`src/rtl/hex_frame_arbiter.sv`:
```
// hex_frame_arbiter
// Owns the 48-segment active-low HEX display bus. Three requesters share it:
// the game engine writes single segments and can clear its frame, the
// message overlay takes over the whole display for a number of move ticks,
// and the apple blinker toggles one segment on every move tick.
//
// Ports:
//   clockInp, resetN          clock and synchronous active-low reset
//   tick                      one-cycle move tick
//   seg_wr_req/idx/val/ack    game segment write handshake (req held until ack)
//   clr_req                   one-cycle pulse, clears the game frame to dark
//   msg_req/frame/ack         message handshake, frame sampled on acceptance
//   msg_done                  one-cycle pulse when a message hold expires
//   busy                      high while a message owns the display
//   blink_en, blink_idx       apple blink control
//   HEX                       registered display output (1 = segment dark)
module hex_frame_arbiter #(
  parameter int SEG_W      = 48,
  parameter int HOLD_TICKS = 20
) (
  input  logic             clockInp,
  input  logic             resetN,
  input  logic             tick,
  input  logic             seg_wr_req,
  input  logic [5:0]       seg_wr_idx,
  input  logic             seg_wr_val,
  output logic             seg_wr_ack,
  input  logic             clr_req,
  input  logic             msg_req,
  input  logic [SEG_W-1:0] msg_frame,
  output logic             msg_ack,
  output logic             msg_done,
  output logic             busy,
  input  logic             blink_en,
  input  logic [5:0]       blink_idx,
  output logic [SEG_W-1:0] HEX
);

  // A zero hold would never expire, so it is promoted to one tick.
  localparam int HOLD_EFF = (HOLD_TICKS < 1) ? 1 : HOLD_TICKS;
  localparam int CNT_W    = $clog2(HOLD_EFF + 1);
  localparam logic [CNT_W-1:0] HOLD_LOAD = CNT_W'(HOLD_EFF);
  localparam logic [CNT_W-1:0] CNT_ONE   = CNT_W'(1);
  localparam logic [6:0]       SEG_LIMIT = 7'(SEG_W);

  typedef enum logic {GAME, MSG} state_t;

  state_t           state_q, state_d;
  logic [SEG_W-1:0] gframe_q, gframe_d;
  logic [SEG_W-1:0] mframe_q, mframe_d;
  logic [CNT_W-1:0] hold_cnt_q, hold_cnt_d;
  logic             blink_ph_q, blink_ph_d;
  logic [SEG_W-1:0] hex_q, hex_d;
  logic             seg_wr_ack_q, seg_wr_ack_d;
  logic             msg_ack_q, msg_ack_d;
  logic             msg_done_q, msg_done_d;
  logic             seg_idx_ok;
  logic             blink_idx_ok;

  assign seg_idx_ok   = ({1'b0, seg_wr_idx} < SEG_LIMIT);
  assign blink_idx_ok = ({1'b0, blink_idx} < SEG_LIMIT);

  // Arbitration and frame bookkeeping. In GAME the priority is clear, then
  // message, then segment write; a write is only taken when no ack is
  // currently showing, so a request still high during its ack cycle is not
  // mistaken for a second write.
  always_comb begin
    state_d      = state_q;
    gframe_d     = gframe_q;
    mframe_d     = mframe_q;
    hold_cnt_d   = hold_cnt_q;
    blink_ph_d   = blink_ph_q;
    seg_wr_ack_d = 1'b0;
    msg_ack_d    = 1'b0;
    msg_done_d   = 1'b0;

    case (state_q)
      GAME: begin
        if (tick) begin
          blink_ph_d = ~blink_ph_q;
        end
        if (clr_req) begin
          gframe_d = '1;
        end else if (msg_req) begin
          mframe_d   = msg_frame;
          hold_cnt_d = HOLD_LOAD;
          state_d    = MSG;
          msg_ack_d  = 1'b1;
        end else if (seg_wr_req && !seg_wr_ack_q) begin
          seg_wr_ack_d = 1'b1;
          // Out-of-range indices are acknowledged but leave the frame alone.
          if (seg_idx_ok) begin
            gframe_d[seg_wr_idx] = seg_wr_val;
          end
        end
      end
      MSG: begin
        // Clears still land on the game frame, invisible until exit.
        if (clr_req) begin
          gframe_d = '1;
        end
        if (tick) begin
          if (hold_cnt_q == CNT_ONE) begin
            gframe_d   = '1;
            state_d    = GAME;
            blink_ph_d = 1'b0;
            msg_done_d = 1'b1;
          end else begin
            hold_cnt_d = hold_cnt_q - CNT_ONE;
          end
        end
      end
      default: begin
        state_d = GAME;
      end
    endcase
  end

  // Display selection; the blink override beats whatever the game frame
  // holds for that segment, including a write in the same cycle.
  always_comb begin
    hex_d = gframe_q;
    if (state_q == MSG) begin
      hex_d = mframe_q;
    end else if (blink_en && blink_idx_ok) begin
      hex_d[blink_idx] = ~blink_ph_q;
    end
  end

  always_ff @(posedge clockInp) begin
    if (!resetN) begin
      state_q      <= GAME;
      gframe_q     <= '1;
      mframe_q     <= '1;
      hold_cnt_q   <= '0;
      blink_ph_q   <= 1'b0;
      hex_q        <= '1;
      seg_wr_ack_q <= 1'b0;
      msg_ack_q    <= 1'b0;
      msg_done_q   <= 1'b0;
    end else begin
      state_q      <= state_d;
      gframe_q     <= gframe_d;
      mframe_q     <= mframe_d;
      hold_cnt_q   <= hold_cnt_d;
      blink_ph_q   <= blink_ph_d;
      hex_q        <= hex_d;
      seg_wr_ack_q <= seg_wr_ack_d;
      msg_ack_q    <= msg_ack_d;
      msg_done_q   <= msg_done_d;
    end
  end

  assign seg_wr_ack = seg_wr_ack_q;
  assign msg_ack    = msg_ack_q;
  assign msg_done   = msg_done_q;
  assign busy       = (state_q == MSG);
  assign HEX        = hex_q;

endmodule

```
`config.mk`:
```
export PLATFORM = sky130hd
export DESIGN_NAME = hex_frame_arbiter
export DESIGN_NICKNAME = d
export VERILOG_FILES = /design/src/rtl/hex_frame_arbiter.sv
export SDC_FILE = /design/constraint.sdc
export NUM_CORES = 1
export LEC_CHECK = 0
export ABC_AREA = 1
export CAP_MARGIN = 20
export CORE_UTILIZATION = 50
export CTS_CLUSTER_DIAMETER = 150
export DETAILED_ROUTE_END_ITERATION = 8
export HOLD_SLACK_MARGIN = 0.1
export PLACE_DENSITY = 0.73
export SYNTH_ARGS = -nofsm -noshare
export SYNTH_HDL_FRONTEND = slang
export SYNTH_SLANG_ARGS = --single-unit
```
`constraint.sdc`:
```
create_clock -name clockInp -period 2.9 [get_ports clockInp]
set_clock_uncertainty 0.05 [all_clocks]
set_input_delay 0.29 -clock clockInp [delete_from_list [all_inputs] [get_ports clockInp]]
set_output_delay 0.29 -clock clockInp [all_outputs]
set_load 0.05 [all_outputs]
```
==> metrics.md, run 1 <==
| Metric | Value |
|---|---|
| Core ar. | 14600 um^2 |
| Post-Route WL | 22.1 mm |
| Endpoints failing setup | 0 |
| Clock transition at path regs | 0.06 ns |
| # DRC | 0 |
| Clock sinks | 154 |
| Setup crit start | busy |
| Seq pwr share | 0.426 |
| Final hold violation count | 0 |
| IO Pins | 120 |
| Final slew viol count | 0 |
| Peak supply drop | 396 uV |
| Synth-to-layout area growth | 23.9% |
| Total Power | 5.63 mW |
| Crit path time final | 2.00 ns |
| Post-cts hold buffer count | 0 |
| TNS Setup | 0 ns |
| Clock latency on the worst-skew pair | 0.43 ns |
| IO buf count | 119 |
| Initial drt markers | 897 |
| Placed wire-length estimate | 14.9 mm |
| Worst-Margin Slew | 0.874 ns |
| Worst path cell trace | clkdlybuf4s50_1 |
| FF+latch count, synth | 154 |
| Syn. warnings | 0 |
| CTS tree | done |
| Global-route wire length before repair | 35.9 mm |
| Total gr overflow | 0 |
| Worst R2R Setup Slack | 1.08 ns |
| Layout net count | 1237 |
| Switch share | 0.308 |
| CP Class | flip-flop to primary output |
| Post-CTS setup buffer count | 0 |
| Library cells used by synthesis | 24 |
| Design Area, Final | 9260 um^2 |
| Status | finished, final reports clean |
| Antenna violations before repair | 0 |
| Layout cells sized above 1 | 0.0542 |
| Die height | 124 um |
| DR pass1 iterations | 6 |
| CTS resizes | 0 |
| Family with the most delay on the worst path | buffers and inverters |
| Register Area | 3080 um^2 |
| Area of the multi-input gates | 3870 um^2 |
| WP data required | 2.56 ns |
| Mean post-synth cell area | 6.84 um^2 |
| Routed wire per std cell | 16.2 um |
| H-tree levels | 4 |
| GPL Wtd Cong | 0.844 |
| Total CTS buffers | 17 |
| Post-Synthesis Cells | 1093 |
| Root Buffer | clkbuf_16 |
| Hold Startpoint | resetN |
| Combinational power share | 0.188 |
| Worst path bufs/invs | 1 |
| Clock Path Buffers | 2 |
| Crit path max fanout | 5 |
| Number of routed nets with antenna violations | 0 |
| RSZ-0062 raised after global routing | false |
| RR Startpoint | busy |
| Ant. Diodes | 0 |
| CP max stage delay | 0.84 ns |
| # fillers | 1350 |
| Worst min-delay path category | primary input to flip-flop |
| Post-Syn Area | 7480 um^2 |
| Leakage power | 4.18 nW |
| R2r endpoint | hold_cnt_q[2] |
| Dpl cell area | 8690 um^2 |
| Max cap viols | 0 |
| Vias per cell | 5.61 |
| Clock power share | 0.386 |
| Worst path slowest cell | clkdlybuf4s50_1 |
| CP startpoint kind | flip-flop |
| Power Dens Cells | 608 nW/um^2 |
| Crit path DAT | 1.66 ns |
| P_int | 3.90 mW |
| Seq/Total Area, Yosys | 0.412 |
| Hold path depth | 3 |
| R2R cell count | 5 |
| Fmax | 499 MHz |
| Slew HR | 0.418 |
| Die Wd | 124 um |
| Die area | 15500 um^2 |
| Vias in the first global route | 6763 |
| Tcrit/Tclk final | 0.690 |
| Row count | 44 |
| Worst Setup End Kind | primary output |
| Final Core Density | 0.635 |
| Largest net degree at the start of global routing | 95 |
| Vias post-DR | 7654 |
| Mapped Nets | 1163 |
| Hold path endpoint | mframe_q[32] |
| Initial Util | 0.513 |
| NetSw | 1.74 mW |
| GR Util All Layers | 0.288 |
==> kinds of logic after synthesis <==
group,share of synthesized area
compound gates,0.100
fa+ha+maj,0.00335
buf+inv,0.0708
flops,0.412
simple gates,0.413
==> tightest hold or removal path, stage by stage <==
cell	delay (ns)
buf_2	0.10
buf_4	0.26
nand3_1	0.14
==> through the flow <==
stage | hold slack (ns) | setup slack (ns) | std cells
final | 0.350 | 0.898 | 1364
after global routing | 0.362 | 0.862 | 1364
after CTS | 0.362 | 0.890 | 1364
after detailed placement | 0.407 | 0.629 | 1332
after global placement | 0.406 | 0.633 | 1332
after floorplan | 0.353 | 0.990 | 1093
==> power groups by stage <==
stage                     clock (mW)  sequential, mW  combinational [mW]
after floorplan                    0            2.59               0.524
after global placement             0            2.44                1.04
after detailed placement           0            2.44                1.05
after CTS                       2.19            2.40                1.06
after global routing            2.29            2.41                1.15
final                           2.17            2.40                1.06
==> cells in the mapped netlist <==
library cell | number | area share
a21oi_1 | 102 | 0.068
buf_1 | 13 | 0.0065
buf_2 | 18 | 0.012
buf_4 | 7 | 0.0070
clkbuf_1 | 39 | 0.020
dfxtp_1 | 154 | 0.41
ha_1 | 2 | 0.0033
inv_1 | 48 | 0.024
inv_2 | 3 | 0.0015
nand2_1 | 288 | 0.14
nand2_2 | 1 | 0.00084
nand3_1 | 263 | 0.18
nand3_4 | 1 | 0.0023
nand3b_1 | 49 | 0.049
nor2_1 | 43 | 0.022
nor2_2 | 2 | 0.0017
nor2_4 | 3 | 0.0045
nor3_1 | 2 | 0.0013
nor3_4 | 4 | 0.0087
nor3b_1 | 1 | 0.0010
o21ai_0 | 15 | 0.010
o21ai_1 | 33 | 0.022
or2_1 | 1 | 0.00084
or2_2 | 1 | 0.00084
==> state kept, by name, indices dropped and copies added, names as in the netlist <==
| signal | count |
|---|---|
| seg_wr_ack | 1 |
| HEX | 48 |
| blink_ph_q | 1 |
| gframe_q | 48 |
| hold_cnt_q | 5 |
| msg_ack | 1 |
| msg_done | 1 |
| busy | 1 |
| mframe_q | 48 |
==> layer usage <==
metal  GRT usage  part of all wire  up-vias  wire, um
met5           0                 0        -         0
met4      0.0758             0.012        0       259
met3      0.0567             0.066       23      1450
met2       0.417              0.44      275      9630
met1       0.433              0.49     3550     10800
li1            -                 -     3806         -
==> layout make-up <==
class                      instances  share of cell area
multi-input combinational        811               0.418
inverter                          51              0.0207
timing repair buffer             132               0.141
tap                              184              0.0249
sequential                       154               0.333
clock buffer                      18              0.0474
clock inverter                    14              0.0149
==> how the worst max path moves through the flow <==
stage / endpoint / slack (ns) / cells past startpoint
3_5_place_dp: HEX[29] / 0.63 / 7
3_3_place_gp: HEX[29] / 0.63 / 7
6_report: busy / 0.90 / 1
4_1_cts: busy / 0.89 / 1
2_1_floorplan: gframe_q[29] / 0.99 / 8
5_1_grt: busy / 0.86 / 1
==> cells in the final DEF (no fill, tap or decap), types with 17 or more instances in the layout <==
cell             count
clkbuf_16           17
dfxtp_1            153
inv_1               48
clkdlybuf4s50_1    118
a21oi_1            102
o21ai_1             33
nand3b_1            49
nand2_1            287
nand3_1            263
nor2_1              42
No activity file was read; power rests on OpenSTA's default activity.
==> run 2: changes to the inputs <==
==> constraint.sdc (replaced) <==
create_clock -name clockInp -period 2 [get_ports clockInp]
set_clock_uncertainty 0.05 [all_clocks]
set_input_delay 0.2 -clock clockInp [delete_from_list [all_inputs] [get_ports clockInp]]
set_output_delay 0.2 -clock clockInp [all_outputs]
set_load 0.05 [all_outputs]
==> run 2 against run 1 <==
Net effect:
- combinational power grew 50%
- wire length decreased by 1.1%
- global-route usage is 0.68 points lower
- largest power group unchanged
==> metrics.md, run 2 (synthesized netlist as in run 1, its figures left out) <==
| Metric | Value |
|---|---|
| Die area | 15500 um^2 (unchanged) |
| Die Wd | 124 um (unchanged) |
| Tcrit/Tclk final | 0.930 |
| Vias per cell | 5.50 (was 5.61) |
| Max cap viols | 0 (unchanged) |
| Placed wire-length estimate | 14.8 mm (was 14.9 mm) |
| P_int | 5.79 mW (was 3.90 mW) |
| Antenna violations before repair | 0 (unchanged) |
| TNS Setup | 0 ns (unchanged) |
| Post-cts hold buffer count | 0 (unchanged) |
| Worst path cell trace | clkdlybuf4s50_1 (unchanged) |
| Root Buffer | clkbuf_16 (unchanged) |
| Post-Route WL | 21.8 mm (was 22.1 mm) |
| # fillers | 1301 (was 1350) |
| Commonest non-fill, non-tap cell in the layout | nand2_1 (unchanged) |
| Status | finished, final reports clean (unchanged) |
| Initial Util | 0.513 (unchanged) |
| Switch share | 0.303 (was 0.308) |
| Cells after DPL | 1360 (was 1332) |
| Worst min-delay path category | primary input to flip-flop (unchanged) |
| # DRC | 0 (unchanged) |
| WP data required | 1.75 ns (was 2.56 ns) |
| Clock power share | 0.389 (was 0.386) |
| RSZ-0062 raised after global routing | false (unchanged) |
| Worst-Margin Slew | 0.521 ns (was 0.874 ns) |
| CP max stage delay | 0.82 ns (was 0.84 ns) |
| Routed wire per std cell | 15.7 um (was 16.2 um) |
| NetSw | 2.51 mW (was 1.74 mW) |
| Endpoints failing setup | 0 (unchanged) |
| Final slew viol count | 0 (unchanged) |
| Seq pwr share | 0.419 (was 0.426) |
| Clock sinks | 154 (unchanged) |
| Clock latency on the worst-skew pair | 0.43 ns (about the same) |
| CTS tree | done (unchanged) |
| Family with the most delay on the worst path | buffers and inverters (unchanged) |
| Layout cells sized above 1 | 0.0770 (was 0.0542) |
| Combinational power share | 0.192 (was 0.188) |
| Worst path bufs/invs | 1 (unchanged) |
| DR pass1 iterations | 6 (unchanged) |
| Row count | 44 (unchanged) |
| CP Class | flip-flop to primary output (unchanged) |
| Core ar. | 14600 um^2 (unchanged) |
| Number of routed nets with antenna violations | 0 (unchanged) |
| Synth-to-layout area growth | 28.1% (was 23.9%) |
| Die height | 124 um (unchanged) |
| IO buf count | 119 (unchanged) |
| Power Dens Cells | 866 nW/um^2 (was 608 nW/um^2) |
| Total CTS buffers | 17 (unchanged) |
| Crit path max fanout | 1 (was 5) |
| Clock Path Buffers | 2 (unchanged) |
| Peak supply drop | 630 uV (was 396 uV) |
| Largest net degree at the start of global routing | 98 (was 95) |
| Slew HR | 0.651 (was 0.418) |
| Register Area | 3080 um^2 (unchanged) |
| Leakage power | 4.37 nW (was 4.18 nW) |
| Fmax | 537 MHz |
| Post-CTS setup buffer count | 0 (unchanged) |
| Global-route wire length before repair | 35.1 mm (was 35.9 mm) |
| GPL Wtd Cong | 0.861 (was 0.844) |
| GR Util All Layers | 0.281 (was 0.288) |
| Crit path DAT | 1.61 ns (was 1.66 ns) |
| Non-filler instance count after layout | 1392 (was 1364) |
| Area of the multi-input gates | 3870 um^2 (unchanged) |
| CP startpoint kind | flip-flop (unchanged) |
| Total gr overflow | 0 (unchanged) |
| Layout net count | 1265 (was 1237) |
| H-tree levels | 4 (unchanged) |
| Ant. Diodes | 0 (unchanged) |
| Vias post-DR | 7653 (was 7654) |
| Clock transition at path regs | 0.07 ns (was 0.06 ns) |
| IO Pins | 120 (unchanged) |
| Initial drt markers | 994 (was 897) |
| Worst Setup End Kind | primary output (unchanged) |
| Final hold violation count | 0 (unchanged) |
| Most frequent cells in the layout | 287 x nand2_1, 263 x nand3_1, 153 x dfxtp_1, 117 x clkdlybuf4s50_1, 102 x a21oi_1 (was 287 x nand2_1, 263 x nand3_1, 153 x dfxtp_1, 118 x clkdlybuf4s50_1, 102 x a21oi_1) |
| CTS resizes | 0 (unchanged) |
| Vias in the first global route | 6769 (was 6763) |
| Crit path time final | 1.86 ns |
| Worst path slowest cell | clkdlybuf4s50_1 (unchanged) |
run 2: power groups by stage:
stage	combinational, mW	sequential (mW)	clock, mW
6_report	1.59	3.48	3.23
5_1_grt	1.73	3.50	3.41
4_1_cts	1.59	3.47	3.26
3_5_place_dp	1.58	3.54	0
3_3_place_gp	1.56	3.54	0
2_1_floorplan	0.760	3.75	0
run 2: per-layer routing:
metal / wire (um) / GRT usage / share of wire / vias up
li1: - / - / - / 3863
met1: 10300 / 0.417 / 0.47 / 3452
met2: 9620 / 0.418 / 0.44 / 313
met3: 1580 / 0.0511 / 0.072 / 25
met4: 296 / 0.0730 / 0.014 / 0
met5: 0 / 0 / 0 / -
run 2: area by class of cell:
cell class / count / area share
multi-input cells: 811 / 0.404
flip-flops and latches: 154 / 0.322
repair buffers: 160 / 0.169
clock buffers: 17 / 0.0444
well taps: 184 / 0.0240
inverters: 51 / 0.0200
clock inverters: 15 / 0.0171
run 2: path summary, 6_finish.rpt:
check | start | endpoint | slack, ns | cells after the start
min reg2reg | mframe_q[17] | mframe_q[17] | 0.43 | 2
max reg2reg | hold_cnt_q[1] | gframe_q[46] | 0.44 | 9
min | resetN | mframe_q[18] | 0.23 | 3
max | HEX[1] | HEX[1] | 0.14 | 1
run 2: stage by stage:
stage | hold slack (ns) | util | worst slack, ns | total power, mW | instance area, um^2
2_1_floorplan | 0.263 | - | 0.0900 | 4.51 | 7480
6_report | 0.227 | 0.657 | 0.139 | 8.30 | 9580
4_1_cts | 0.236 | 0.657 | 0.157 | 8.32 | 9580
3_5_place_dp | 0.407 | 0.617 | 0.180 | 5.12 | 8990
5_1_grt | 0.245 | 0.657 | 0.129 | 8.64 | 9580
3_3_place_gp | 0.407 | 0.617 | 0.197 | 5.09 | 8990
